### src/rtl/rat_int_ctrl.sv
// rat_int_ctrl: multi-channel interrupt controller for the RAT MCU.
// Synchronises raw IRQ lines, latches edge/level pending bits, applies a
// per-channel mask and presents one lowest-index-first request plus vector
// to the ControlUnit, gated by the global interrupt-enable (I) flag.
module rat_int_ctrl #(
  parameter int         N_CH         = 8,
  parameter int         SYNC_STAGES  = 2,
  parameter logic [7:0] MASK_PORT_ID = 8'h40,
  parameter logic [7:0] MODE_PORT_ID = 8'h41,
  parameter logic [7:0] CLR_PORT_ID  = 8'h42,
  localparam int        VEC_W        = (N_CH > 1) ? $clog2(N_CH) : 1
) (
  input  logic              CLK,
  input  logic              RST,
  input  logic [N_CH-1:0]   IRQ,
  input  logic              I_SET,
  input  logic              I_CLR,
  input  logic              IO_STRB,
  input  logic [7:0]        PORT_ID,
  input  logic [7:0]        OUT_PORT,
  input  logic              INT_ACK,
  output logic              INT,
  output logic [VEC_W-1:0]  INT_VEC,
  output logic              I_FLAG,
  output logic [N_CH-1:0]   PEND
);

  typedef enum logic [1:0] {
    ST_IDLE    = 2'd0,
    ST_ASSERT  = 2'd1,
    ST_SERVICE = 2'd2
  } state_t;

  // Lowest set index wins arbitration.
  function automatic logic [VEC_W-1:0] lowest_idx(input logic [N_CH-1:0] r);
    logic [VEC_W-1:0] idx;
    idx = '0;
    for (int i = N_CH - 1; i >= 0; i--) begin
      if (r[i]) idx = VEC_W'(i);
    end
    return idx;
  endfunction

  logic [N_CH-1:0]  sync_q [SYNC_STAGES];
  logic [N_CH-1:0]  sync_d [SYNC_STAGES];
  logic [N_CH-1:0]  edge_q, edge_d;
  logic [N_CH-1:0]  pend_q, pend_d;
  logic [N_CH-1:0]  mask_q, mask_d;
  logic [N_CH-1:0]  mode_q, mode_d;
  logic             i_flag_q, i_flag_d;
  state_t           state_q, state_d;
  logic [VEC_W-1:0] vec_q, vec_d;
  logic             int_q, int_d;

  logic [N_CH-1:0]  sync_last;
  logic [N_CH-1:0]  wdata;
  logic             wr_mask, wr_mode, wr_clr;
  logic             ack_take;
  logic [N_CH-1:0]  set_bits;
  logic [N_CH-1:0]  clr_bits;
  logic [N_CH-1:0]  vec_onehot;
  logic [N_CH-1:0]  req;

  // Synchroniser chain shifting raw IRQ toward the edge detector.
  always_comb begin
    sync_d[0] = IRQ;
    for (int s = 1; s < SYNC_STAGES; s++) begin
      sync_d[s] = sync_q[s-1];
    end
  end

  assign sync_last = sync_q[SYNC_STAGES-1];
  assign edge_d    = sync_last;

  // IO port decode and pending-bit set/clear; a simultaneous set beats a clear.
  always_comb begin
    wdata      = OUT_PORT[N_CH-1:0];
    wr_mask    = IO_STRB && (PORT_ID == MASK_PORT_ID);
    wr_mode    = IO_STRB && (PORT_ID == MODE_PORT_ID);
    wr_clr     = IO_STRB && (PORT_ID == CLR_PORT_ID);
    ack_take   = INT_ACK && (state_q == ST_ASSERT);
    vec_onehot = N_CH'(1) << vec_q;

    // Level channels follow the synced line; edge channels catch 0->1 only.
    set_bits   = (mode_q & sync_last) | (~mode_q & sync_last & ~edge_q);

    clr_bits   = '0;
    if (wr_clr)   clr_bits = clr_bits | wdata;
    // Level channels are not auto-cleared on ack; their source owns the bit.
    if (ack_take) clr_bits = clr_bits | (vec_onehot & ~mode_q);

    pend_d     = (pend_q & ~clr_bits) | set_bits;
    mask_d     = wr_mask ? wdata : mask_q;
    mode_d     = wr_mode ? wdata : mode_q;
  end

  // Global enable: I_CLR dominates I_SET, and taking an interrupt disables.
  always_comb begin
    i_flag_d = i_flag_q;
    if (I_SET)    i_flag_d = 1'b1;
    if (I_CLR)    i_flag_d = 1'b0;
    if (ack_take) i_flag_d = 1'b0;
  end

  assign req = pend_q & mask_q;

  // Request FSM: arbitrate in IDLE, hold the vector in ASSERT, wait for RETIE.
  always_comb begin
    state_d = state_q;
    vec_d   = vec_q;
    int_d   = 1'b0;
    case (state_q)
      ST_IDLE: begin
        if (i_flag_q && (|req)) begin
          vec_d   = lowest_idx(req);
          state_d = ST_ASSERT;
        end
      end
      ST_ASSERT: begin
        if (INT_ACK) begin
          state_d = ST_SERVICE;
        end else if (I_CLR || !i_flag_q) begin
          state_d = ST_IDLE;
        end else if (!req[vec_q]) begin
          state_d = ST_IDLE;
        end
      end
      ST_SERVICE: begin
        if (i_flag_q) state_d = ST_IDLE;
      end
      default: begin
        state_d = ST_IDLE;
      end
    endcase
    // INT is registered: it rises one cycle after entering ASSERT and drops
    // on the same edge that leaves ASSERT.
    int_d = (state_q == ST_ASSERT) && (state_d == ST_ASSERT);
  end

  // Synchroniser and edge-detect registers.
  always_ff @(posedge CLK or posedge RST) begin
    if (RST) begin
      for (int s = 0; s < SYNC_STAGES; s++) begin
        sync_q[s] <= '0;
      end
      edge_q <= '0;
    end else begin
      for (int s = 0; s < SYNC_STAGES; s++) begin
        sync_q[s] <= sync_d[s];
      end
      edge_q <= edge_d;
    end
  end

  // Pending, mask, mode and I-flag registers.
  always_ff @(posedge CLK or posedge RST) begin
    if (RST) begin
      pend_q   <= '0;
      mask_q   <= '0;
      mode_q   <= '0;
      i_flag_q <= 1'b0;
    end else begin
      pend_q   <= pend_d;
      mask_q   <= mask_d;
      mode_q   <= mode_d;
      i_flag_q <= i_flag_d;
    end
  end

  // FSM state, latched vector and registered INT.
  always_ff @(posedge CLK or posedge RST) begin
    if (RST) begin
      state_q <= ST_IDLE;
      vec_q   <= '0;
      int_q   <= 1'b0;
    end else begin
      state_q <= state_d;
      vec_q   <= vec_d;
      int_q   <= int_d;
    end
  end

  assign INT     = int_q;
  assign INT_VEC = vec_q;
  assign I_FLAG  = i_flag_q;
  assign PEND    = pend_q;

endmodule

### config.mk
export PLATFORM = sky130hd
export DESIGN_NAME = rat_int_ctrl
export DESIGN_NICKNAME = d
export VERILOG_FILES = /design/src/rtl/rat_int_ctrl.sv
export SDC_FILE = /design/constraint.sdc
export NUM_CORES = 1
export LEC_CHECK = 0
export ABC_CLOCK_PERIOD_IN_PS = 1990
export BUFFER_PORTS_ARGS = -buffer_cell sky130_fd_sc_hd__clkbuf_2
export CAP_MARGIN = 10
export CORE_MARGIN = 2
export CORE_UTILIZATION = 53
export DETAILED_ROUTE_END_ITERATION = 7
export PLACE_DENSITY_LB_ADDON = 0.15
export SLEW_MARGIN = 20
export SYNTH_ARGS = -nofsm -noshare
export SYNTH_HDL_FRONTEND = slang
export SYNTH_SLANG_ARGS = --single-unit
### constraint.sdc
create_clock -name CLK -period 1.99 [get_ports CLK]
set_clock_uncertainty 0.05 [all_clocks]
set_input_delay 0.199 -clock CLK [delete_from_list [all_inputs] [get_ports CLK]]
set_output_delay 0.199 -clock CLK [all_outputs]
set_load 0.01 [all_outputs]
# ---- Word level (Yosys, flattened, before mapping)
# Cells that the tools add are included.
dict set report totals {
  out_inout_bits 13
  regBits 55
  wordCells 63
  inputBits 30
}
dict set report op_classes {
  n_reduce_logical 12
  order_cmp 1
  mux 21
  n_bitwise 12
  shift 1
  eq_ne 6
}
# operator count
set ops {}
lappend ops {{8-bit AND} 6}
lappend ops {{8-bit by 7-bit == test with 1-bit output (second input constant)} 3}
lappend ops {{3-bit two-way mux} 8}
lappend ops {{8-bit inverter} 3}
lappend ops {{8-bit OR} 3}
lappend ops {{8-bit two-way mux} 2}
lappend ops {{2-bit two-way mux} 5}
lappend ops {{8-bit OR reduction} 1}
lappend ops {{1-bit by 3-bit left shift with 8-bit output (first input constant)} 1}
lappend ops {{1-bit logical AND} 6}
lappend ops {{2-bit one-hot mux with 3 select lines} 1}
lappend ops {{2-bit by 1-bit == test with 1-bit output (second input constant)} 2}
lappend ops {{3-bit by 4-bit < comparator with 1-bit output (second input constant)} 1}
lappend ops {{1-bit two-way mux} 4}
lappend ops {{1-bit binary-select mux with 3-bit select} 1}
lappend ops {{3-bit nonzero test} 1}
lappend ops {{2-bit == test (second input constant)} 1}
lappend ops {{2-bit logical NOT} 1}
lappend ops {{2-bit AND reduction} 1}
lappend ops {{1-bit logical NOT} 1}
lappend ops {{1-bit logical OR} 1}

# ---- Logic depth before layout (Yosys ltp)
dict set report logic_depth {
  depth_word 9
  ltp_mapped 4
  depth_no_buf 4
}

# ---- Worst setup path before layout
# Ideal clock, no wire load.
dict set report synth_timing {
  path_kind {reg-to-reg}
  startpoint {register state_q[1]}
  endpoint {register pend_q[4], in the netlist PEND[4]}
  synth_period_minus_slack_ns 1.507
  stages_incl_launch_ff 5
  arrival_ns 1.335
  path_slack_ns 0.483
  setup_ns 0.122
  required_ns 1.818
  n_path_buf 0
  cell_sequence {dfrtp_1 > and3b_1 > nand2_1 > or4_1 > a32o_1}
}
dict set report synth_via {
  elab_chain_cells 6
}
# element line_no
set synth_rtl {}
lappend synth_rtl {{start: declaration} 51} ;# state_t state_q, state_d;
lappend synth_rtl {{start signal: assignment} 177} ;# state_q <= state_d;
lappend synth_rtl {{2-bit by 1-bit == test with 1-bit output} 81} ;# ack_take = INT_ACK && (state_q == ST_ASSERT);
lappend synth_rtl {{1-bit logical AND} 81}
lappend synth_rtl {{8-bit two-way mux} 90} ;# if (ack_take) clr_bits = clr_bits | (vec_onehot & ~mode_q);
lappend synth_rtl {{8-bit inverter} 92} ;# pend_d = (pend_q & ~clr_bits) | set_bits;
lappend synth_rtl {{8-bit AND} 92}
lappend synth_rtl {{8-bit OR} 92}
lappend synth_rtl {{via pend_d[4]} 47} ;# logic [N_CH-1:0] pend_q, pend_d;
lappend synth_rtl {{end signal: assignment} 163} ;# pend_q <= pend_d;
lappend synth_rtl {{end: declaration} 47}
# The timed path passes the listed nets, and every way through them passes these cells.
# A chain may end at the register's enable or synchronous reset.

# ---- Worst setup path after layout
dict set report layout_timing {
  startpoint {register state_q[1]}
  endpoint {register pend_q[0], in the netlist PEND[0]}
}
# Same word-level chain as after synthesis.

==> results.md <==
- Row cnt: 23
- RSZ-0062 raised after global routing: false
- Core area: around 0.0039 mm2
- Total Wirelength: 4480 um
- Worst Setup Slack, final: 309 ps
- Multi-input gate area: 772 um2
- Diode count: 0
- Clk buf depth: 2
- Hpwl dp: 3290 um
- Post-layout net count: roughly 250
- Crit path kind: reg2reg
- Worst-path maximum fanout: 4
- Total power: 2.29 mW
- Post-route met1 wirelength: roughly 1900 um
- Met3 WL post-DR: 295 um
- Pin count of the biggest net entering global routing: 23
- Most frequent cells in the layout: dfrtp_1 (55), clkbuf_2 (42), nand2_1 (20), mux2_2 (16)
- FILL cells: 326
- Initial antenna violation count: 0
- PwrDens: 863 mW/mm2
- First-pass GRT wire length: 7380 um
- Setup TNS: 0 ps
- Leakage power: 1.21 nW
- Pre-CTS WS: 268 ps
- DRT Pass-1 Iters: 4
- Max Used Layer: met4
- Post-DR wirelength/cell: 16.5 um
- Seq/Total Area, Yosys: 63.8%
- Sequential Area: 0.00138 mm2
- CTS Buf Count: 5
- Crit path arrival time: 1830 ps
- CP Launch Type: flip-flop
- # IOs: 43
- Area grow syn2layout: 23.2%
- Worst path cell trace: and3b_1 -> nand2_1 -> or4_1 -> a32o_1
- CP endpoint kind: flip-flop
- Die height: 67.8 um
- Routed Antenna Nets: 0
- Number of max-cap violations: 0
- Fin area: roughly 0.0027 mm2
- Commonest non-fill, non-tap cell in the layout: dfrtp_1
- Via count of the first global-routing pass: 1523
- Sinks on the clock net: 55
- Remaining global-route overflow: 0
- Vias per cell: about 5.7
- Yosys cell types: 29
- Final number of hold-violating endpoints: 0
- Die span in x: 67.8 um
- Cell Area, Synth: 0.00216 mm2
- Worst-path clk slew: around 90 ps
- Warnings from Yosys: 0
- Hold Path Class: in2reg
- H-tree Lvls: 2
- Peak VDD IR: 0.000506 V
- Area post-placement: 0.00246 mm2
- # setup viols final: 0
- Crit-path max cell delay: between 400 and 500 ps
- GRT Util Overall: 22.7%
- Iteration-0 DRC Markers: 87
- Worst skew pair latency: 310 ps
- Vias: 1538
- Routed wl met2: ~2200 um
- Worst-Margin Slew: 560 ps
- TritonCTS clock tree: built
- CTS Root Cell: clkbuf_8
- Worst Path Required: roughly 2100 ps
- PortBufs: 42
- Gpl congestion: between 0.8 and 0.9
- Share of cells above drive strength 1: 34.7%
- Number of synthesized register bits: 55
- # DRC: 0
- Max Fclk: ~0.59 GHz
- Die Area: 0.00459 mm2
- Status: complete, no violations
- Synthesized Nets: 189
- Synthesized area per cell: about 14 um2
- Mapped Cells: around 160
- Final period util: 84.5%
- CP max-delay cell: or4_1
- Max-slew headroom: 62.6%
- Max-slew violations: 0
- Final min period: around 1700 ps
- Starting Density: 54.7%
-- report_power, final --
group	internal [mW]	switching [mW]	total, mW
sequential	1.20	0.101	1.30
combinational	0.160	0.170	0.330
clock	0.318	0.342	0.660
-- through the flow --
| step | utilization, % | std cells | hold slack, ps |
|---|---|---|---|
| after floorplan | - | 159 | 180 |
| after global placement | 62.4 | 255 | 160 |
| after detailed placement | 62.4 | 255 | 171 |
| after CTS | 67.2 | 272 | 7.78 |
| after global routing | 67.4 | 272 | 15.1 |
| final | 67.4 | 272 | 12.0 |
-- cells by family (layout without fill, tap and decap cells) --
logic type,after synthesis,in the layout,share of synthesized area (%)
flops,55,55,63.8
simple gates,55,55,15.8
compound gates,28,28,10.2
mux,17,17,9.40
buf+inv,4,67,0.696
-- timing repair --
item,in CTS,in global routing
setup buffers,0,0
gates resized for setup,0,1
endpoints found under the hold margin,28,0
hold buffers,9,0
setup endpoints to repair,0,1
-- routing by layer --
metal,vias up,GRT usage [%]
li1,709,-
met1,768,30.0
met2,56,36.9
met3,5,5.00
met4,0,8.25
met5,-,0
-- flip-flops by register name, indices dropped and copies added, names as in the netlist --
signal	flops
INT_VEC	3
edge_d	8
state_q	2
mask_q	8
sync_d	8
I_FLAG	1
edge_q	8
INT	1
mode_q	8
PEND	8
-- final cells by class --
class	instances	share of cell area, %
Multi-Input combinational cell	100	29.1
Clock buffer	8	3.77
Timing Repair Buffer	55	12.4
Sequential cell	55	51.8
Tap cell	50	2.36
Inverter	4	0.565
-- worst max-delay path: cells and delay by family (launching register included) --
kind | cells | cell delay (ps)
flip-flops | 1 | 410
AND/OR/NAND/NOR | 3 | 830
AO/OA/AOI/OAI | 1 | 290
-- path summary, 6_finish.rpt --
| path | cells past startpoint | to | start | slack, ps |
|---|---|---|---|---|
| worst max-delay path | 4 | PEND[0]$_DFF_PP0_ | state_q[1]$_DFF_PP0_ | 310 |
| max in group asynchronous | 4 | INT_VEC[2]$_DFFE_PP0P_ | RST | 930 |
| worst min-delay path | 2 | I_FLAG$_DFFE_PP0P_ | I_CLR | 10 |
| worst max register to register | 4 | PEND[0]$_DFF_PP0_ | state_q[1]$_DFF_PP0_ | 310 |
| worst min register to register | 0 | edge_d[2]$_DFF_PP0_ | sync_d[2]$_DFF_PP0_ | 300 |
| min in group asynchronous | 3 | edge_d[1]$_DFF_PP0_ | RST | 360 |
-- cell usage after synthesis --
cell	number	share of area, %
nand4bb_2	1	0.75
or4_1	2	0.70
nand4bb_1	1	0.52
nand2_1	20	3.5
o41ai_1	1	0.41
o31ai_1	1	0.35
o21a_1	1	0.35
o221ai_1	1	0.41
or3_4	1	0.52
and2_1	1	0.29
a21boi_0	1	0.35
nor3_1	2	0.46
nand3_1	1	0.23
and3b_1	1	0.41
mux2_2	16	8.4
a22o_1	4	1.6
or3_1	6	1.7
mux4_2	1	1.0
or2_2	1	0.29
nor2_1	3	0.52
nor3b_1	2	0.70
dfrtp_1	55	64
inv_1	4	0.70
a21oi_1	4	0.93
o21ai_0	5	1.2
nand3b_1	1	0.35
a32o_1	10	4.6
nor4_4	2	2.0
nand2b_1	10	2.9
(Power assumes the default switching activity.)
